==> config.mk <==
export PLATFORM = sky130hd
export DESIGN_NAME = vga_sync_decoder
export DESIGN_NICKNAME = d
export VERILOG_FILES = /design/src/rtl/vga_sync_decoder.sv
export SDC_FILE = /design/constraint.sdc
export NUM_CORES = 1
export LEC_CHECK = 0
export ABC_AREA = 1
export CAP_MARGIN = 25
export CORE_ASPECT_RATIO = 0.75
export CORE_UTILIZATION = 48
export CTS_CLUSTER_SIZE = 14
export DETAILED_ROUTE_END_ITERATION = 7
export DONT_BUFFER_PORTS = 1
export PLACE_DENSITY_LB_ADDON = 0.3
export SLEW_MARGIN = 30
export SYNTH_ARGS = -nofsm -noshare
export SYNTH_HDL_FRONTEND = slang
export SYNTH_SLANG_ARGS = --single-unit
==> constraint.sdc <==
create_clock -name clk -period 2.51 [get_ports clk]
set_clock_uncertainty 0.15 [all_clocks]
set_input_delay 0.251 -clock clk [delete_from_list [all_inputs] [get_ports clk]]
set_output_delay 0.251 -clock clk [all_outputs]
set_load 0.02 [all_outputs]
==> src/rtl/vga_sync_decoder.sv <==
// vga_sync_decoder: recovers pixel coordinates from a VGA sync/de stream and checks mode timing.
// Optional pixel colour probe is built only when VGA_DEC_PROBE_EN is defined.
module vga_sync_decoder #(
    parameter int   H_ACTIVE = 640,
    parameter int   V_ACTIVE = 480,
    parameter int   H_TOTAL  = 800,
    parameter int   V_TOTAL  = 525,
    parameter logic SYNC_POL = 1'b0
) (
    input  logic       clk,
    input  logic       rst_n,
    input  logic       hsync,
    input  logic       vsync,
    input  logic       de,
    input  logic [5:0] rgb,
    output logic       pix_valid,
    output logic [9:0] pix_x,
    output logic [9:0] pix_y,
    output logic [5:0] pix_rgb,
    output logic       frame_start,
    output logic       locked,
    output logic [7:0] err_cnt,
    input  logic [9:0] probe_x,
    input  logic [9:0] probe_y,
    output logic [5:0] probe_rgb,
    output logic       probe_hit
);
    typedef enum logic [1:0] {
        SEARCH = 2'd0,
        CHECK  = 2'd1,
        LOCKED = 2'd2
    } state_t;

    localparam logic [9:0]  X_LAST  = 10'(H_ACTIVE - 1);
    localparam logic [11:0] H_LAST  = 12'(H_TOTAL - 1);
    localparam logic [11:0] WD_LAST = 12'(2 * H_TOTAL - 1);
    localparam logic [10:0] V_LINES = 11'(V_TOTAL);
    localparam logic [10:0] V_ACT   = 11'(V_ACTIVE);

    state_t      state, state_nx;
    logic        s_hs, s_vs;
    logic        hs_on, vs_on, vs_lead_in;
    logic        hs_lead, de_rise, de_fall, y_pend;
    logic [11:0] h_cnt;
    logic        h_seen, frame_bad;
    logic [10:0] line_cnt, act_lines;
    logic        line_err, frame_err, wd_trip, clr, inc;

    assign hs_on      = (hsync == SYNC_POL);
    assign vs_on      = (vsync == SYNC_POL);
    assign vs_lead_in = vs_on & (s_vs != SYNC_POL);

    // Edge flags are registered so they line up with pix_* and frame_start.
    always_ff @(posedge clk or negedge rst_n) begin
        if (!rst_n) begin
            s_hs        <= ~SYNC_POL;
            s_vs        <= ~SYNC_POL;
            hs_lead     <= 1'b0;
            frame_start <= 1'b0;
            de_rise     <= 1'b0;
            de_fall     <= 1'b0;
            pix_valid   <= 1'b0;
            pix_rgb     <= '0;
        end else begin
            s_hs        <= hsync;
            s_vs        <= vsync;
            hs_lead     <= hs_on & (s_hs != SYNC_POL);
            frame_start <= vs_lead_in;
            de_rise     <= de & ~pix_valid;
            de_fall     <= ~de & pix_valid;
            pix_valid   <= de;
            pix_rgb     <= de ? rgb : 6'd0;
        end
    end

    always_ff @(posedge clk or negedge rst_n) begin
        if (!rst_n) begin
            pix_x  <= '0;
            pix_y  <= '0;
            y_pend <= 1'b0;
        end else begin
            y_pend <= (y_pend | vs_lead_in) & ~(de & ~pix_valid);
            if (de && !pix_valid) begin
                pix_x <= '0;
                if (y_pend || vs_lead_in)
                    pix_y <= '0;
                else if (pix_y != '1)
                    pix_y <= pix_y + 10'd1;
            end else if (de && pix_x != '1) begin
                pix_x <= pix_x + 10'd1;
            end
        end
    end

    // pix_x still holds the last column of the run when de_fall is seen.
    always_comb begin
        line_err = 1'b0;
        if (de_fall && pix_x != X_LAST)
            line_err = 1'b1;
        if (hs_lead && h_seen && h_cnt != H_LAST)
            line_err = 1'b1;
    end

    assign frame_err = frame_bad | line_err |
                       (line_cnt != V_LINES) | (act_lines != V_ACT);
    assign wd_trip   = (state != SEARCH) & ~hs_lead & (h_cnt == WD_LAST);

    always_comb begin
        state_nx = state;
        clr      = 1'b0;
        inc      = 1'b0;
        unique case (state)
            SEARCH: begin
                if (frame_start) begin
                    state_nx = CHECK;
                    clr      = 1'b1;
                end
            end
            CHECK: begin
                if (frame_start) begin
                    if (frame_err) begin
                        inc = 1'b1;
                        clr = 1'b1;
                    end else begin
                        state_nx = LOCKED;
                    end
                end
            end
            LOCKED: begin
                if (frame_start && frame_err) begin
                    inc      = 1'b1;
                    state_nx = CHECK;
                end
            end
            default: state_nx = SEARCH;
        endcase
        if (wd_trip) begin
            state_nx = SEARCH;
            inc      = 1'b1;
        end
    end

    always_ff @(posedge clk or negedge rst_n) begin
        if (!rst_n) begin
            state     <= SEARCH;
            locked    <= 1'b0;
            err_cnt   <= '0;
            h_cnt     <= '0;
            h_seen    <= 1'b0;
            line_cnt  <= '0;
            act_lines <= '0;
            frame_bad <= 1'b0;
        end else begin
            state  <= state_nx;
            locked <= (state_nx == LOCKED);
            if (inc && err_cnt != 8'hFF)
                err_cnt <= err_cnt + 8'd1;
            if (clr || hs_lead)
                h_cnt <= '0;
            else if (h_cnt != '1)
                h_cnt <= h_cnt + 12'd1;
            if (clr)
                h_seen <= 1'b0;
            else if (hs_lead)
                h_seen <= 1'b1;
            if (frame_start) begin
                line_cnt  <= {10'd0, hs_lead};
                act_lines <= {10'd0, de_rise};
                frame_bad <= 1'b0;
            end else begin
                if (hs_lead && line_cnt != '1)
                    line_cnt <= line_cnt + 11'd1;
                if (de_rise && act_lines != '1)
                    act_lines <= act_lines + 11'd1;
                if (line_err)
                    frame_bad <= 1'b1;
            end
        end
    end

`ifdef VGA_DEC_PROBE_EN
    logic probe_match;
    assign probe_match = pix_valid & (pix_x == probe_x) & (pix_y == probe_y);

    always_ff @(posedge clk or negedge rst_n) begin
        if (!rst_n) begin
            probe_rgb <= '0;
            probe_hit <= 1'b0;
        end else begin
            probe_hit <= probe_match;
            if (probe_match)
                probe_rgb <= pix_rgb;
        end
    end
`else
    logic unused_probe;
    assign unused_probe = ^{probe_x, probe_y};
    assign probe_rgb    = '0;
    assign probe_hit    = 1'b0;
`endif

endmodule

Word-level counts from Yosys, hierarchy flattened
Cells that the tools add are included.
{"block": "op_classes", "muxes": 30, "add_sub_neg": 6, "n_bitwise": 17, "eq_ne": 14, "reduce_logical": 22}
{"operator": "two-way mux 11 bit", "n": 4}
{"operator": "two-way mux 10 bit", "n": 4}
{"operator": "!= test 10 bit (second input constant)", "n": 3}
{"operator": "two-way mux 12 bit", "n": 2}
{"operator": "adder 11 x 1 -> 11 bit (second input constant)", "n": 2}
{"operator": "!= test 11 bit (second input constant)", "n": 2}
{"operator": "adder 10 x 1 -> 10 bit (second input constant)", "n": 2}
{"operator": "nonzero test 2 bit", "n": 8}
{"operator": "adder 12 x 1 -> 12 bit (second input constant)", "n": 1}
{"operator": "equality test 12 x 11 -> 1 bit (second input constant)", "n": 1}
{"operator": "!= test 12 x 10 -> 1 bit (second input constant)", "n": 1}
{"operator": "!= test 12 bit (second input constant)", "n": 1}
{"operator": "two-way mux 1 bit", "n": 11}
{"operator": "!= test 11 x 10 -> 1 bit (second input constant)", "n": 1}
{"operator": "!= test 11 x 9 -> 1 bit (second input constant)", "n": 1}
{"operator": "two-way mux 2 bit", "n": 5}
{"operator": "logical AND 1 bit", "n": 9}
{"operator": "adder 8 x 1 -> 8 bit (second input constant)", "n": 1}
{"operator": "!= test 8 bit (second input constant)", "n": 1}
{"operator": "AND 1 bit", "n": 7}
{"operator": "two-way mux 6 bit", "n": 1}
{"operator": "inverter 1 bit", "n": 6}
{"operator": "one-hot mux 2 bit (3 select lines)", "n": 1}
{"operator": "equality test 2 bit (second input constant)", "n": 2}
{"operator": "other kinds (7)", "n": 12}
{"block": "word_totals", "inputBits": 31, "out_inout_bits": 44, "register_bits": 81}

Longest topological paths before layout
Gate-level depths: netlist (run 1).
{"block": "logic_depth", "depth_word": 12, "depth_mapped": 13}

Worst setup path after synthesis (run 1)
Ideal clock, no wire load.
{"block": "synth_path", "path_type": "flip-flop to flip-flop", "from": "register pix_x[0]", "to": "register h_cnt[8]", "period_less_slack_ps": 1869, "t_arrival_ps": 1646, "path_buffers": 1, "path_slack_ps": 641, "stages_incl_launch_ff": 13, "cell_sequence": "dfrtp_1 -> ha_1 -> nand3_1 -> inv_1 -> nand3_1 -> nand2_1 -> nand4_2 -> nand2_2 -> inv_2 -> nand2_4 -> nand3_4 -> buf_6 -> a21oi_2"}
{"block": "synth_via", "elab_chain_len": 12}
{"item": "start, declared", "line": "17", "rtl": "output logic [9:0] pix_x,"}
{"item": "start signal, assigned", "line": "90", "rtl": "pix_x <= pix_x + 10'd1;"}
{"item": "!= test 10 bit (*)", "line": "98", "rtl": "if (de_fall && pix_x != X_LAST)"}
{"item": "logical AND 1 bit (*)", "line": "98"}
{"item": "two-way mux 1 bit (*)", "line": "98"}
{"item": "two-way mux 1 bit (*)", "line": "100", "rtl": "if (hs_lead && h_seen && h_cnt != H_LAST)"}
{"item": "bitwise OR 1 bit (*) (2 in a row)", "line": "104", "rtl": "assign frame_err = frame_bad | line_err |"}
{"item": "bitwise OR 1 bit (*)", "line": "105", "rtl": "(line_cnt != V_LINES) | (act_lines != V_ACT);"}
{"item": "two-way mux 1 bit (*)", "line": "121", "rtl": "if (frame_err) begin"}
{"item": "two-way mux 1 bit (*)", "line": "120", "rtl": "if (frame_start) begin"}
{"item": "one-hot mux 1 bit (2 select lines) (*)", "line": "112", "rtl": "unique case (state)"}
{"item": "logical OR 1 bit (*)", "line": "158", "rtl": "if (clr || hs_lead)"}
{"item": "two-way mux 12 bit / nonzero test 2 bit (equally long branches)"}
{"item": "end signal, assigned", "line": "161", "rtl": "h_cnt <= h_cnt + 12'd1;"}
{"item": "end, declared", "line": "44", "rtl": "logic [11:0] h_cnt;"}
Every way passes the cells marked *; elsewhere a longest branch is shown, timed or not.
A chain may end at the register's enable or synchronous reset.

Worst setup path in the final report (run 1)
{"block": "layout_path", "from": "register pix_x[6]", "to": "register pix_x[7]"}
{"block": "layout_via", "elab_chain_len": 3}
{"item": "adder 10 x 1 -> 10 bit / != test 10 bit (equally long branches)", "line": "90, 89"}
{"item": "two-way mux 10 bit / logical AND 1 bit (equally long branches)", "line": "89", "rtl": "end else if (de && pix_x != '1) begin"}
{"item": "two-way mux 10 bit / nonzero test 2 bit (equally long branches)"}
Several ways; a longest one is shown, not always the timed one. The select of a mux whose other input is x is not followed.

==> results.md, run 1 <==
- Slowest CP cell: dfrtp_1
- Worst Setup SP: pix_x[6]
- Vias after detailed routing: 3,615
- Final cell count without fillers: 680
- Leakage: 2.37 nW
- Slew Limit Fails: 0
- Power per Cell Area: 692 nW/um^2
- Final hold violations: 0
- Placer Congestion: 0.825
- R2r setup slk: 330 ps
- Die width: 113 um
- Port bufs: 0
- Vias in the first global route: between 3,000 and 4,000
- Layout cells sized above 1: 0.112
- Nets: 610
- H-tree depth: 3
- Post-DP Area: ~4500 um^2
- Final setup fails: 0
- Clock Tree Root: clkbuf_16
- Setup crit end: pix_x[7]
- Critical Path AT: 2250 ps
- Status: complete, no violations
- Die height: 85.1 um
- Starting Density: 0.507
- Req. time, crit path: 2580 ps
- Critical Path, Cell by Cell: inv_1 -> nor3_1 -> nand4_1 -> nand2_1 -> nand2_1 -> nand3_1 -> nor3_1 -> o21ai_0 -> nor2_1
- CTS tree: built
- Final min period: 2180 ps
- Post-route ant nets: 0
- Setup Fix Bufs, Post-CTS: 0
- Final period util: 0.867
- FP Rows: 29
- TritonRoute pass-1 iters: 4
- Residual DRC: 0
- Critical path startpoint category: flop
- Number of synthesized register bits: 81
- Register area share after synthesis: 0.459
- Post-Route Setup TNS: 0 ps
- Clock sink total: 81
- Final instance area: 4960 um^2
- Cells after synthesis: 549
- Core ar.: 8710 um^2
- Pin slew with the least headroom to its limit: 584 ps
- First-pass GRT wire length: 16,300 um
- Crit-path leading delay family: simple AND/OR/NAND/NOR gates
- Antenna cells: 0
- Synth cell types: 43
- Post-Syn Area: 4420 um^2
- Worst Path Max Fanout: 12
- Max clock buf depth: 2
- Reg2Reg Depth: 9
- Gr ovfl total: 0
- Routed WL: a little over 9000 um
- Pin count of the biggest net entering global routing: slightly above 80
- CP Buf/Inv Count: 1
- Reg2reg end: pix_x[7]
- VDD IR max: 0.396 mV
- Gr usage total: 0.213
- Drt first-iter violations: 221
- Unrepaired setup endpoints after global routing: no
- Crit. path cell count: 9
- Avg Synthesized Cell Area: 8.05 um^2
- Inserted Clock Buffers: 9
- Clock slew at reported path FFs: roughly 60 ps
- HPWL Detailed: 6470 um
- Slew HR: 0.608
- Initial antenna violation count: 0
- Number of max-cap violations: 0
- Area growth from synthesis to layout: 12.1%
- Hold_ws: 57.2 ps
- Slowest stage delay, CP: between 500 and 600 ps
- Crit path kind: reg2reg
- CP endpoint kind: flop
- WL/cell: 13.5 um
- Worst reg2reg path startpoint: pix_x[6]
- Die Area: about 9600 um^2
- Hold WC Path Type: in2reg
- Insertion delay to the later sink of the worst-skew pair: about 340 ps
- DR vias/cell: 5.32
- I/O Pins: 75
- Max Clk Rate: between 0.4 and 0.5 GHz
- Placed insts: between 600 and 700
- YS warnings: 0
[layout make-up]
type | instances | area, um^2
fill | 816 | 3750
timing repair buffer | 14 | 150
inverter | 88 | 330
multi-input combinational | 373 | 1990
clock inverter | 6 | 90.1
tap | 108 | 135
clock buffer | 10 | 229
sequential | 81 | 2030
[cells in the final DEF, fill, tap and decap left out, drive strengths merged]
cell	synthesis	layout
o211ai	1	1
o21a	1	1
buf	12	4
dfstp	2	2
nand2	126	126
clkinv	1	2
xnor2	1	1
clkbuf	1	10
o221ai	1	1
o22ai	1	1
o2111ai	1	1
nand3b	1	1
inv	87	89
and3	1	1
nor2	61	61
o31ai	6	6
nand3	41	41
nand4	7	7
a21oi	23	23
dfrtp	79	79
clkinvlp	0	1
ha	12	12
nor3	27	27
nor4	6	6
o21ai	28	28
xor2	18	18
a211oi	1	1
o211a	1	1
conb	1	7
a22o	1	1
bufinv	0	2
dlygate4sd3	0	10
[worst min-delay path: stages]
cell and delay, ps:
nand2_1 50, o221ai_1 150, nor2_1 50
[worst min-delay path by stage]
stage               start           end  cells past startpoint
floorplan           rst_n  act_lines[0]                      0
global placement    rst_n   line_cnt[3]                      0
detailed placement  rst_n   line_cnt[3]                      0
CTS                    de      pix_x[8]                      3
global route           de      pix_x[8]                      3
finish                 de      pix_x[8]                      3
[through the flow]
stage | setup slack [ps] | utilization | power (mW)
6_report | 333 | 0.569 | 3.43
5_1_grt | 126 | 0.569 | 3.61
4_1_cts | 366 | 0.569 | 3.47
3_5_place_dp | 401 | 0.518 | 2.01
3_3_place_gp | 489 | 0.518 | 1.98
2_1_floorplan | 641 | - | 1.91
[power by group]
part | internal [mW] | switching (mW) | leakage, nW | total (mW)
clock network | 0.876 | 0.529 | 0.153 | 1.40
logic | 0.159 | 0.300 | 1.13 | 0.459
registers | 1.41 | 0.155 | 1.09 | 1.57
[state kept, by name (all words and copies together) (netlist names), 2 cells and up]
register and flops:
h_cnt 12, pix_y 10, act_lines 11, state 2, pix_x 10, pix_rgb 6, err_cnt 8, line_cnt 11
[Yosys cell counts, drive strengths merged]
| master | number | area share |
|---|---|---|
| clkbuf | 1 | 0.00085 |
| nand4 | 7 | 0.015 |
| o22ai | 1 | 0.0014 |
| o211ai | 1 | 0.0017 |
| nand3b | 1 | 0.0017 |
| clkinv | 1 | 0.00085 |
| buf | 12 | 0.020 |
| dfrtp | 79 | 0.45 |
| nor3 | 27 | 0.038 |
| nor2 | 61 | 0.060 |
| o21a | 1 | 0.0017 |
| o211a | 1 | 0.0023 |
| and3 | 1 | 0.0014 |
| dfstp | 2 | 0.012 |
| o2111ai | 1 | 0.0020 |
| nand3 | 41 | 0.050 |
| a21oi | 23 | 0.027 |
| conb | 1 | 0.00085 |
| xnor2 | 1 | 0.0020 |
| ha | 12 | 0.034 |
| a22o | 1 | 0.0020 |
| inv | 87 | 0.074 |
| o31ai | 6 | 0.010 |
| o21ai | 28 | 0.032 |
| nand2 | 126 | 0.11 |
| o221ai | 1 | 0.0020 |
| xor2 | 18 | 0.036 |
| a211oi | 1 | 0.0017 |
| nor4 | 6 | 0.0085 |
[routing by layer]
layer | vias to the layer above | track usage | routed length [um]
li1 | 1786 | - | -
met5 | - | 0 | 0
met1 | 1726 | 0.270 | 4150
met4 | 0 | 0.0848 | 112
met2 | 95 | 0.339 | 4270
met3 | 8 | 0.0721 | 608
[cell families after synthesis]
kind of cell | count (synthesis) | share of synthesized area
simple gates | 270 | 0.290
buf+inv | 101 | 0.0951
flops | 81 | 0.459
compound gates | 65 | 0.0835
xor+xnor | 19 | 0.0377
fa+ha+maj | 12 | 0.0340
other cells | 1 | 0.000849
[what timing repair did]
item | in CTS | in global routing
hold endpoints to repair | 93 | 0
endpoints found under the setup margin | 0 | 0
hold buffers | 11 | 0
gates resized for setup | 0 | 0
Note: power is estimated with default switching activity, not from simulation.
==> inputs of run 2 (changes only) <==
- CORE_UTILIZATION: 48 -> 44
- clock period: 2.51 -> 2.03 ns (I/O delays scaled with it)
==> run 2 against run 1 <==
  * The run now ends with hold timing left
  * Sequential power rose by 18%
  * Global-route usage down 2.4 points
  * Clock-buffer cell count stayed put
  * Worst setup slack worse by 220 ps
  * Flip-flop and latch count did not move
  * Maximum frequency up 14%
  * Cell area increased by 8.0%
  * Largest power group unchanged
==> results.md, run 2 (synthesis gave the netlist of run 1 again) <==
- Failing checks: hold timing
- Placed insts: 704 (was 653)
- Vias after detailed routing: 3,732 (was 3,615)
- Initial antenna violation count: 0 (unchanged)
- R2r setup slk: 120 ps (was 330 ps)
- Post-place setup slack: 22.9 ps (was 401 ps)
- Hold-fix buffers, CTS: 10 (was 11)
- Die Area: 10,500 um^2 (was 9600 um^2)
- Antenna cells: 0 (unchanged)
- Hold_ws: -595 ps (was 57.2 ps)
- Worst Path Max Fanout: 6 (was 12)
- Area growth from synthesis to layout: 21.1% (was 12.1%)
- Slew Limit Fails: 0 (unchanged)
- Routed WL: 9580 um (was 9150 um)
- Area of the multi-input gates: 2120 um^2 (was 1990 um^2)
- CP endpoint kind: flop (unchanged)
- Port bufs: 0 (unchanged)
- Critical Path AT: 2040 ps (was 2250 ps)
- Clock sink total: 81 (unchanged)
- Power per Cell Area: 819 nW/um^2 (was 692 nW/um^2)
- I/O Pins: 75 (unchanged)
- Vias in the first global route: 3,502 (was 3,543)
- Max reg flops: 12 (unchanged)
- Residual DRC: 0 (unchanged)
- Leakage: 2.55 nW (was 2.37 nW)
- Clock slew at reported path FFs: 60 ps (about the same)
- HPWL Detailed: 6500 um (was 6470 um)
- Top reg by flops: h_cnt (unchanged)
- Crit path kind: reg2reg (unchanged)
- Critical path startpoint category: flop (unchanged)
- Max clock buf depth: 2 (unchanged)
- Die height: 88.8 um (was 85.1 um)
- Most frequent cells in the layout: nand2_1, dfrtp_1, inv_1 (was nand2_1, inv_1, dfrtp_1)
- Reg area: 2030 um^2 (unchanged)
- Placer Congestion: 0.873 (was 0.825)
- Final min period: 1910 ps (was 2180 ps)
- Die width: 118 um (was 113 um)
- DR vias/cell: 5.04 (was 5.32)
- Final hold violations: 81 (was 0)
- Req. time, crit path: 2160 ps (was 2580 ps)
- Number of max-cap violations: 0 (unchanged)
- Final cell count without fillers: 740 (was 680)
- WL/cell: 12.9 um (was 13.5 um)
- Final setup fails: 0 (unchanged)
- Status: finished with violations (was complete, no violations)
- Core ar.: 9700 um^2 (was 8710 um^2)
- Clock Tree Root: clkbuf_16 (unchanged)
- Most common cell after layout, fill and taps aside: nand2_1 (unchanged)
- TritonRoute pass-1 iters: 5 (was 4)
- Drt first-iter violations: 223 (was 221)
- Largest regs: h_cnt: 12 flops, act_lines: 11 flops, line_cnt: 11 flops (unchanged)
- Pin count of the biggest net entering global routing: 82 (unchanged)
- Gr usage total: 0.189 (was 0.213)
- Inserted Clock Buffers: 9 (unchanged)
- Nets: 646 (was 610)
- FP Rows: 31 (was 29)
- Gr ovfl total: 0 (unchanged)
- Final period util: 0.942 (was 0.867)
- H-tree depth: 3 (unchanged)
- Starting Density: 0.456 (was 0.507)
- Post-route ant nets: 0 (unchanged)
- VDD IR max: 0.618 mV (was 0.396 mV)
- Layout cells sized above 1: 0.197 (was 0.112)
- PnR worst setup slack: 117 ps (was 333 ps)
- Hold WC Path Type: in2async (was in2reg)
- FILL cells: 869 (was 816)
- First-pass GRT wire length: 15,600 um (was 16,300 um)
- Insertion delay to the later sink of the worst-skew pair: 340 ps (about the same)
- CTS tree: built (unchanged)
- Max Clk Rate: 0.523 GHz (was 0.459 GHz)
- Unrepaired setup endpoints after global routing: yes (was no)
run 2: changes by cell type in the layout (fill, tap and decap cells not counted), sizes merged:
cell    change
buf        +34
nand2       +1
nand3       +1
inv         -1
clkinv      +1
run 2: layout make-up:
type                            instances  area share
Clock buffer                           10      0.0428
Clock inverter                          6      0.0168
Inverter                               88      0.0617
Multi-Input combinational cell        375       0.397
Sequential cell                        81       0.379
Tap cell                              132      0.0309
Timing Repair Buffer                   48      0.0720
run 2: power breakdown:
| group | internal, mW | switching (mW) | total (mW) | leakage, nW |
|---|---|---|---|---|
| Combinational | 0.298 | 0.488 | 0.786 | 1.31 |
| Sequential | 1.75 | 0.112 | 1.86 | 1.09 |
| Clock | 1.08 | 0.656 | 1.74 | 0.153 |
| Total | 3.13 | 1.26 | 4.38 | 2.55 |
run 2: worst max-delay path, cell delays in order (launching register included):
cell and delay, ps:
dfrtp_1 390, ha_1 230, nand2_2 120, nand3b_1 120, nor2_1 60, nand4_1 100, nand2_2 130, nor2_2 170
nand2_1 110, o21ai_1 140, nand2_1 60, nor2_1 80
run 2: metal layers:
metal / global-route usage / wire length, um / up-vias
met2: 0.312 / 4420 / 85
met4: 0.0664 / 116 / 0
met5: 0 / 0 / -
met1: 0.231 / 4390 / 1771
met3: 0.0696 / 648 / 12
li1: - / - / 1864
run 2: timing repair:
action | CTS | global route
resized for setup | 0 | 32
endpoints found under the setup margin | 0 | 42
endpoints found under the hold margin | 93 | 81
setup buffers | 0 | 8
run 2: path summary, 6_finish.rpt:
kind / from / cells past startpoint / endpoint
setup reg to reg: pix_y[0] / 11 / pix_y[7]
hold reg to reg: s_hs / 2 / hs_lead
hold / removal: rst_n / 0 / act_lines[2]
min in group clk: de / 3 / pix_x[3]
setup / recovery: pix_y[0] / 11 / pix_y[7]
max in group asynchronous: rst_n / 0 / s_vs
run 2: stage by stage:
| step | cell area [um^2] | total power, mW | hold WS [ps] | utilization | setup TNS, ps |
|---|---|---|---|---|---|
| 2_1_floorplan | 4440 | 2.37 | -243 | - | 0 |
| 6_report | 5350 | 4.38 | -595 | 0.552 | 0 |
| 3_5_place_dp | 4740 | 2.56 | -240 | 0.489 | 0 |
| 3_3_place_gp | 4740 | 2.53 | -240 | 0.489 | 0 |
| 4_1_cts | 5160 | 4.33 | -606 | 0.532 | 0 |
| 5_1_grt | 5350 | 4.61 | -615 | 0.552 | -520 |
==> inputs of run 3 (changes only) <==
- CELL_PAD_IN_SITES_DETAIL_PLACEMENT: unset -> 1
- CELL_PAD_IN_SITES_GLOBAL_PLACEMENT: unset -> 1
==> run 3 against run 2 <==
  * The run still ends with hold timing left
  * Via count up 5.0%
  * Cell area up 2.6%
  * Wire length up 29%
  * Worst hold slack worse by 5.6 ps
  * Clock-buffer cell count unchanged
  * Flip-flop and latch count unchanged
  * Clock power up 5%
  * Combinational power up 7.8%
  * Core utilization up 1.4 points
==> results.md, run 3 (synthesis gave the netlist of run 1 again) <==
- Status: finished with violations (unchanged)
- Reg power frac: 0.413 (was 0.424)
- Gr ovfl total: 0 (unchanged)
- Die width: 118 um (unchanged)
- Critical Path, Cell by Cell: ha_4 -> nand3_2 -> nor3_4 -> inv_2 -> nor2_4 -> nand2_1 -> nand2_2 -> clkinv_4 -> nand3_4 -> o21ai_1 -> nand2_1 -> nor2_1 (was ha_1 -> nand2_2 -> nand3b_1 -> nor2_1 -> nand4_1 -> nand2_2 -> nor2_2 -> nand2_1 -> o21ai_1 -> nand2_1 -> nor2_1)
- Max clock buf depth: 2 (unchanged)
- Most frequent cells in the layout: nand2_1, dfrtp_1, inv_1 (unchanged)
- Grt peak-use layer: met2 (unchanged)
- Nets: 650 (was 646)
- Post-place setup slack: -25.8 ps (was 22.9 ps)
- Worst reg2reg path startpoint: act_lines[1] (was pix_y[0])
- Largest regs: h_cnt: 12 flops, act_lines: 11 flops, line_cnt: 11 flops (unchanged)
- Pin slew with the least headroom to its limit: 564 ps
- Die Area: 10,500 um^2 (unchanged)
- H-tree depth: 3 (unchanged)
- GR met2 Demand/Resource: 0.423 (was 0.312)
- Global routing usage on met3: 0.0580 (was 0.0696)
- Sw Ratio: 0.299 (was 0.287)
- Layout cells sized above 1: 0.227 (was 0.197)
- CP endpoint kind: flop (unchanged)
- Slew HR: 0.621
- FILL cells: 1,145 (was 869)
- Final hold violations: 81 (unchanged)
- Reg2Reg Depth: 12 (was 11)
- Port bufs: 0 (unchanged)
- Max reg flops: 12 (unchanged)
- Met1 global-route usage: 0.275 (was 0.231)
- Slowest CP cell: dfrtp_1 (unchanged)
- Most common cell on crit path: nand2_1
- PnR worst setup slack: 47.8 ps (was 117 ps)
- Insertion delay to the later sink of the worst-skew pair: 350 ps (was 340 ps)
- Area growth from synthesis to layout: 24.3% (was 21.1%)
- Req. time, crit path: 2110 ps (was 2160 ps)
- Slew Limit Fails: 0 (unchanged)
- Inserted Clock Buffers: 9 (unchanged)
- Int Pwr: 3.18 mW (was 3.13 mW)
- Die height: 88.8 um (unchanged)
- Final period util: 0.976 (was 0.942)
- Final setup fails: 0 (unchanged)
- Failing checks: hold timing (unchanged)
- R2r setup slk: 50 ps (was 120 ps)
- DR vias/cell: 5.27 (was 5.04)
- Most common cell after layout, fill and taps aside: nand2_1 (unchanged)
- Core ar.: 9700 um^2 (unchanged)
- WL/cell: 16.6 um (was 12.9 um)
- Comb pwr share: 0.187 (was 0.179)
- Number of max-cap violations: 0 (unchanged)
- Starting Density: 0.456 (unchanged)
- Antenna cells: 0 (unchanged)
- Leakage: 2.60 nW (was 2.55 nW)
- VDD IR max: 0.514 mV (was 0.618 mV)
- Clock slew at reported path FFs: 60 ps (about the same)
- Power per Cell Area: 827 nW/um^2 (was 819 nW/um^2)
- Net Switching: 1.36 mW (was 1.26 mW)
- Total power: 4.54 mW (was 4.38 mW)
- FP Rows: 31 (unchanged)
- HPWL Detailed: 8060 um (was 6500 um)
- TritonRoute pass-1 iters: 4 (was 5)
- Unrepaired setup endpoints after global routing: yes (unchanged)
- Vias in the first global route: 3,947 (was 3,502)
- First-pass GRT wire length: 19,000 um (was 15,600 um)
- Crit path kind: reg2reg (unchanged)
- Critical Path AT: 2060 ps (was 2040 ps)
- Routed WL: 12,400 um (was 9580 um)
- Top reg by flops: h_cnt (unchanged)
- Hold-fix buffers, CTS: 9 (was 10)
- Vias after detailed routing: 3,920 (was 3,732)
- Pin count of the biggest net entering global routing: 82 (unchanged)
- Post-route ant nets: 0 (unchanged)
- Slowest stage delay, CP: 410 ps (was 390 ps)
- Residual DRC: 0 (unchanged)
- Final min period: 1980 ps (was 1910 ps)
- I/O Pins: 75 (unchanged)
- Clock sink total: 81 (unchanged)
- Worst Path Max Fanout: 7 (was 6)
- Critical path startpoint category: flop (unchanged)
- CTS tree: built (unchanged)
- Max Clk Rate: 0.504 GHz (was 0.523 GHz)
- Clock Power Share: 0.400 (was 0.396)
- Gr usage total: 0.234 (was 0.189)
- Drt first-iter violations: 127 (was 223)
- Initial antenna violation count: 0 (unchanged)
- Clock Tree Root: clkbuf_16 (unchanged)
- Hold WC Path Type: in2async (unchanged)
- Reg2reg end: act_lines[4] (was pix_y[7])
- Hold_ws: -600 ps (was -595 ps)
- Placer Congestion: 0.806 (was 0.873)
## run 3: area by class of cell
class | instances | area [um^2] | share of cell area
inverter | 88 | 335 | 0.0611
clock buffer | 10 | 239 | 0.0435
tap | 132 | 165 | 0.0301
clock inverter | 6 | 90.1 | 0.0164
sequential | 81 | 2030 | 0.370
timing repair buffer | 52 | 413 | 0.0752
multi-input combinational | 375 | 2220 | 0.404
## run 3: per-stage QoR
step	hold WS, ps	std cells	cell area (um^2)	util	TNS (ps)
5_1_grt	-610	744	5490	0.566	-506
6_report	-600	744	5490	0.566	0
4_1_cts	-612	731	5180	0.535	0
2_1_floorplan	-243	555	4440	-	0
3_3_place_gp	-240	705	4750	0.490	0
3_5_place_dp	-239	705	4750	0.490	-133
## run 3: routing by layer
metal | vias up | routed length, um | share of wire
met2 | 54 | 6340 | 0.51
li1 | 1872 | - | -
met5 | - | 0 | 0
met3 | 16 | 452 | 0.036
met4 | 0 | 159 | 0.013
met1 | 1978 | 5430 | 0.44
## run 3: power groups by stage
| stage | registers, mW | clock network, mW | logic [mW] |
|---|---|---|---|
| finish | 1.88 | 1.82 | 0.847 |
| global route | 1.89 | 1.90 | 0.929 |
| floorplan | 1.94 | 0 | 0.420 |
| global placement | 1.88 | 0 | 0.661 |
| CTS | 1.86 | 1.85 | 0.741 |
| detailed placement | 1.89 | 0 | 0.707 |
## run 3: worst max path at each step
stage / startpoint / endpoint / depth (start not counted)
final: act_lines[1] / act_lines[4] / 12
after detailed placement: h_cnt[1] / err_cnt[6] / 11
after global placement: pix_x[0] / err_cnt[7] / 11
after floorplan: pix_x[0] / h_cnt[8] / 12
after global routing: line_cnt[1] / h_cnt[1] / 12
after CTS: line_cnt[1] / h_cnt[1] / 12
## run 3: worst max-delay path: cells and delay by family (launching register included)
family,cells,cell delay (ps)
buf+inv,2,210
compound gates,1,60
fa+ha+maj,1,180
simple gates,8,880
flops,1,410
## run 3: timing repair
action,4_1_cts,5_1_grt
pin swaps,1,17
gates resized for setup,4,52
endpoints found under the setup margin,13,39
endpoints found under the hold margin,94,81
cloned,1,1
setup buffers,0,12
